<file path="src/rtl/ariane_host_pkg.sv">
// Shared definitions for the host monitor and its host-side consumer:
// FSM state encoding and the ecall cause codes that terminate a run.
package ariane_host_pkg;

    typedef enum logic [1:0] {
        StIdle,
        StRun,
        StDone
    } host_state_e;

    localparam logic [63:0] CAUSE_USER_ECALL       = 64'h8;
    localparam logic [63:0] CAUSE_SUPERVISOR_ECALL = 64'h9;
    localparam logic [63:0] CAUSE_MACHINE_ECALL    = 64'hB;

    function automatic logic is_ecall(input logic [63:0] cause);
        return (cause == CAUSE_USER_ECALL) || (cause == CAUSE_SUPERVISOR_ECALL) ||
               (cause == CAUSE_MACHINE_ECALL);
    endfunction

endpackage

</file>
<file path="src/rtl/ariane_host_monitor.sv">
// Host monitor: counts cycles and retired instructions from the first core activity,
// forwards exceptions to the host as one-cycle pulses and stops on an ecall.
module ariane_host_monitor
    import ariane_host_pkg::*;
#(
    parameter int unsigned NrCommitPorts = 2
) (
    input  logic                     clk_i,
    input  logic                     rst_ni,
    input  logic [NrCommitPorts-1:0] commit_ack_i,
    input  logic                     ex_valid_i,
    input  logic [63:0]              ex_cause_i,
    output logic                     ex_o,
    output logic [63:0]              cause_o,
    output logic [63:0]              cycle_o,
    output logic [63:0]              instret_o,
    output logic                     done_o
);

    host_state_e state_q;
    logic        ex_q;
    logic        done_q;
    logic [63:0] cause_q;
    logic [63:0] cycle_q;
    logic [63:0] instret_q;

    logic [63:0] retire_cnt;
    logic        start_evt;
    logic        count_en;

    always_comb begin
        retire_cnt = '0;
        for (int unsigned i = 0; i < NrCommitPorts; i++) begin
            retire_cnt = retire_cnt + 64'(commit_ack_i[i]);
        end
    end

    assign start_evt = (|commit_ack_i) | ex_valid_i;
    // The entry edge out of IDLE already counts, so cycle_o reads 1 right after it.
    assign count_en  = (state_q == StRun) | ((state_q == StIdle) & start_evt);

    always_ff @(posedge clk_i or negedge rst_ni) begin
        if (!rst_ni) begin
            state_q   <= StIdle;
            ex_q      <= 1'b0;
            done_q    <= 1'b0;
            cause_q   <= '0;
            cycle_q   <= '0;
            instret_q <= '0;
        end else begin
            unique case (state_q)
                StIdle, StRun: begin
                    if (count_en) begin
                        cycle_q   <= cycle_q + 64'd1;
                        instret_q <= instret_q + retire_cnt;
                    end
                    ex_q <= ex_valid_i;
                    if (ex_valid_i) begin
                        cause_q <= ex_cause_i;
                    end
                    if (ex_valid_i && is_ecall(ex_cause_i)) begin
                        state_q <= StDone;
                        done_q  <= 1'b1;
                    end else if (start_evt) begin
                        state_q <= StRun;
                    end
                end
                StDone: begin
                    ex_q <= 1'b0;
                end
                default: begin
                    state_q <= StIdle;
                end
            endcase
        end
    end

    assign ex_o      = ex_q;
    assign cause_o   = cause_q;
    assign cycle_o   = cycle_q;
    assign instret_o = instret_q;
    assign done_o    = done_q;

endmodule

</file>
<file path="config.mk">
export PLATFORM = sky130hd
export DESIGN_NAME = ariane_host_monitor
export DESIGN_NICKNAME = d
export VERILOG_FILES = /design/src/rtl/ariane_host_pkg.sv /design/src/rtl/ariane_host_monitor.sv
export SDC_FILE = /design/constraint.sdc
export NUM_CORES = 1
export LEC_CHECK = 0
export BUFFER_PORTS_ARGS = -buffer_cell sky130_fd_sc_hd__buf_4
export CAP_MARGIN = 20
export CORE_UTILIZATION = 45
export CTS_CLUSTER_DIAMETER = 50
export DETAILED_ROUTE_END_ITERATION = 16
export GPL_TIMING_DRIVEN = 0
export PLACE_DENSITY_LB_ADDON = 0.08
export SLEW_MARGIN = 10
export SYNTH_ARGS = -nofsm -noshare
export SYNTH_HDL_FRONTEND = slang
export SYNTH_SLANG_ARGS = --single-unit
</file>
<file path="constraint.sdc">
create_clock -name clk_i -period 4.3 [get_ports clk_i]
set_input_delay 0.215 -clock clk_i [delete_from_list [all_inputs] [get_ports clk_i]]
set_output_delay 0.215 -clock clk_i [all_outputs]
set_load 0.02 [all_outputs]
</file>
[After elaboration in Yosys (flattened, before gate mapping)]
Cells that the tools add are included.
Operators by class
  bitwise operators: 4
  add/sub/neg operators: 3
  muxes and demuxes: 4
  reductions and logical operators: 11
  equal/unequal tests: 6
Operators by type and width (count)
  $eq A64 B4 Y1 const B: 3
  $add A64 B1 Y64 const B: 1
  $add A64 B2 Y64: 1
  $reduce_and A2 Y1: 4
  $mux W2: 2
  $pmux W2 S2: 1
  $reduce_or A2 Y1: 2
  $ne A3 B3 Y1 const B: 1
  $add A1 B1 Y2: 1
  $eq A2 B1 Y1 const B: 1
  $eq A2 B2 Y1 const B: 1
  $logic_not A2 Y1: 1
  $logic_or A1 B1 Y1: 2
  $or A1 B1 Y1: 2
  $pmux W1 S2: 1
  $reduce_bool A2 Y1: 1
  $and A1 B1 Y1: 1
  $logic_and A1 B1 Y1: 1
  $not A1 Y1: 1
Word-level totals
  register bits after elaboration: 196
  bits of input ports: 69
  word-level logic and storage cells: 34
  output and inout bits: 194

[Depth between registers and ports, before layout]
  word-level depth: 6
  gate-level depth with buffers: 10
  gate-level depth less buffers: 9

[Worst setup path before layout]
No wires, ideal clock.
  path kind: flip-flop to flip-flop
  from: reg instret_q[0] (netlist: instret_o[0])
  to: reg instret_q[57] (netlist: instret_o[57])
  path buffers: 3
  required time: 4220 ps
  cell stages (with the launch flop): 11
  data arrival time: 2636 ps
  slack: 1584 ps
  period minus slack after synthesis: 2716 ps
  setup time: 80 ps
  path through: dfrtp_1 inv_1 fa_1 nand3b_1 or4_1 clkbuf_1 or4_1 clkbuf_1 clkbuf_1 nor2_1 xor2_1
Between the ends
  cells in the longest elaborated chain, start to end: 1
RTL lines
  start: declaration: RTL line ariane_host_monitor.sv:25  | logic [63:0] instret_q;
  start signal: assignment: RTL line ariane_host_monitor.sv:55  | instret_q <= instret_q + retire_cnt;
  $add A64 B2 Y64: RTL line ariane_host_monitor.sv:55
Every way passes these cells.
A chain may end at the register's enable or synchronous reset.

[Worst setup path after layout]
Ends and elaborated chain as after synthesis.

==> results list <==
* Result of the run: completed
- Buffer cell driving the clock tree root: clkbuf_16
* Source-to-sink clock delay at the later pin of the worst-skew pair: 0.43 ns
* Cell type with the highest aggregate area in the netlist: dfrtp_1
* Setup fix buffers added after clock tree synthesis: 0
- Path type of the worst min-delay path: in2reg
* Reg-to-reg slack, setup: 1.29 ns
- Final HPWL DP: 16400 um
- The number of gates resized after CTS was 0.
- Aggregate global routing overflow: 0
* First-pass DRT Iterations: 4
- Count of warnings emitted by yosys: 0
- For this run, asynchronously set or reset flops after synthesis account for 1.00.
- Arr. time, crit path: 3.36 ns
- Of the post-synthesis cell area, the dominant cell type holds 0.563.
- Final #Nets: 1114
- Nature of the critical path endpoint: flop
* Worst slew pin tran: 0.819 ns
- The routed design could run at a clock period as short as 3.01 ns.
- The count of buffers added on input and output ports is 262.
- Along the worst hold path, the cell count comes to 2.
* Sinks on Clock Net: 196
- The routed layout has 6733 vias.
* Number of inserted diodes: 0
- Static timing analysis puts the maximum clock frequency at 332 MHz.
- 263 I/O pins were placed.
* Worst Hold Margin: 0.0208 ns
- Post-synth EDFFs: 0
- The library cell used most frequently in the layout, excluding fill and tap cells, is buf_4.
- In this run the horizontal extent of the chip is 141 um.
- The floorplan has 50 rows.
* FILL cells: 1604
- Counting flops and latches in the post-synthesis netlist gives 196.
- Sorting the synthesized cells by area gives the leading types as dfrtp_1 56%, mux2_2 8.1%, xor2_1 7.1%.
- Share of cells above drive strength 1: 0.357
* Portion of the clock cycle consumed by the worst path in the final layout: 0.700
- The count of nets left with antenna violations once routing finished came out at 0.
* Cells after synthesis: 755
- After detailed routing, the average wire length per cell comes to 16.8 um.
* Maximum number of pins on one net before global-route repair: 109
- RD Place Congestion: 0.849
- Leakage: 5.63 nW
- Launch point of the worst reg-to-reg path: instret_o[0]
- Synth unique cells: 35
- For this design the ratio of total power to cell area is 380 mW/mm2.
* Critical Setup Path Class: reg2reg
* Endpoint with the worst hold slack: cause_o[14]
- The longest clock path from root to sink contains 2 buffers.
- Of all nets on the critical path, the largest fanout is 10.
- Worst-path clk slew: 0.08 ns
- The number of antenna violations at the first check in global routing came to 0.
- Counting every net in the synthesized netlist gives 827.
* Final Hold Fails: 0
- Reg2Reg Capture Point: instret_o[57]
- Total standard cell area after synthesis: 0.00871 mm2
- Critical Path RT: 4.65 ns
- In the routed design, unresolved DRC markers number 0.
* Hold path start: ex_cause_i[14]
* RSZ-0062 raised after global routing: no
* Via density: 5.12
- The first global-routing pass estimated 35700 um of wire.
* Iter 0 DRT Violations: 267
- Area added between synthesis and finish: 34.0%
* Relative slew slack: 0.450
* Overall fraction of global-route tracks in use: 0.231
- Of the synthesized area, sequential elements account for 0.563.
- Ys flop type: dfrtp_1
- Post-Route Skew: 0.0124 ns
- The total area inside the core boundary comes to 0.0188 mm2.
* Number of max-slew violations in the final report: 0
* Initial core utilization: 0.463
- The worst setup path is launched from a flop.
- CTS tree: built
- Max-cap violations in this run came to 0.
- Peak ir drop on the vdd network: 0.307 mV
* Total Die Area: 0.0199 mm2
- The H-tree was split into 4 levels.
- Measured in cells, the most critical reg-to-reg path has a length of 10.
- Total clock buffers created by CTS: 17
- Number of buffers added to fix hold violations after cts: 1
* Vias in the first global route: 6775
* Final-report setup violation count: 0
- The die is 141 um tall.
* Aggregate negative setup slack: 0 ns
- Top library cells by usage in the layout, fill and taps aside: 261 x buf_4, 196 x dfrtp_1, 71 x xor2_1
- After detailed routing, the total wire length is 22100 um.
- Post-synthesis average cell area: 11.5 um2
-- sequential cells by signal, indices dropped and copies added, names as in the netlist --
name	count
cycle_o	64
done_o	1
state_q	2
cause_o	64
ex_o	1
instret_o	64
-- how the worst max path moves through the flow --
stage,slack [ns],depth (start not counted),end,start
after global routing,1.03,9,instret_o[56],instret_o[0]
after detailed placement,1.31,8,instret_o[29],instret_o[0]
after floorplan,1.58,10,instret_o[57],instret_o[0]
after global placement,1.10,9,instret_o[49],commit_ack_i[1]
final,1.29,10,instret_o[57],instret_o[0]
after CTS,1.27,10,instret_o[57],instret_o[0]
-- cells by family after synthesis --
| family | count (synthesis) | synth area share |
|---|---|---|
| xor+xnor | 125 | 0.126 |
| buf+inv | 40 | 0.0194 |
| simple gates | 323 | 0.202 |
| flops | 196 | 0.563 |
| compound gates | 5 | 0.00330 |
| fa+ha+maj | 3 | 0.00517 |
| mux | 63 | 0.0814 |
-- worst max-delay path, cell delays in order (launching register included) --
cell and delay (ns):
dfrtp_1 0.38, inv_1 0.06, fa_1 0.38, nand3b_1 0.18, or4_1 0.40, clkbuf_1 0.18
or4_1 0.42, clkbuf_1 0.23, clkbuf_1 0.31, nor2_1 0.22, xor2_1 0.16
-- synthesized netlist by cell type (3+ instances only) --
master,instances
and2_1,8
and3_1,14
nor4b_1,3
or4_1,4
nor4_2,4
inv_1,20
clkbuf_1,16
nand4_1,49
nand3_2,3
nand2_1,63
mux2_2,63
nand3_1,39
or2_2,3
xor2_1,71
o21ai_0,3
dfrtp_1,196
xnor2_1,54
nor2_1,43
nor3_1,35
and4_1,12
nor4_1,34
-- per-stage QoR --
step	instances	power (mW)	area, um2	util	setup slack, ns
6_report	1315	4.44	11700	0.620	1.29
5_1_grt	1315	4.64	11700	0.620	1.03
4_1_cts	1313	4.49	11700	0.620	1.27
3_5_place_dp	1280	2.91	11100	0.588	1.31
3_3_place_gp	1277	2.89	11000	0.585	1.10
2_1_floorplan	755	2.49	8710	-	1.58
-- per-layer routing --
metal / vias to the layer above / share of wire / GRT usage
li1: 3240 / - / -
met5: - / 0 / 0
met1: 3287 / 0.44 / 0.300
met2: 184 / 0.48 / 0.374
met4: 0 / 0.018 / 0.0732
met3: 22 / 0.064 / 0.0642
-- layout make-up --
type	instances	area (um2)	share of cell area
Tap cell	260	325	0.0279
Clock buffer	18	439	0.0376
Clock inverter	14	145	0.0124
Buffer	20	93.8	0.00804
Sequential cell	196	4900	0.420
Inverter	20	75.1	0.00643
Multi-Input combinational cell	519	3640	0.312
Timing Repair Buffer	268	2050	0.176
-- power by group --
part	leakage, nW	switching, mW	total [mW]	internal [mW]
logic	2.83	0.416	0.755	0.339
registers	2.50	0.136	2.11	1.98
clock network	0.286	0.735	1.57	0.833
total	5.63	1.29	4.44	3.15
No activity file was read; power rests on OpenSTA's default activity.
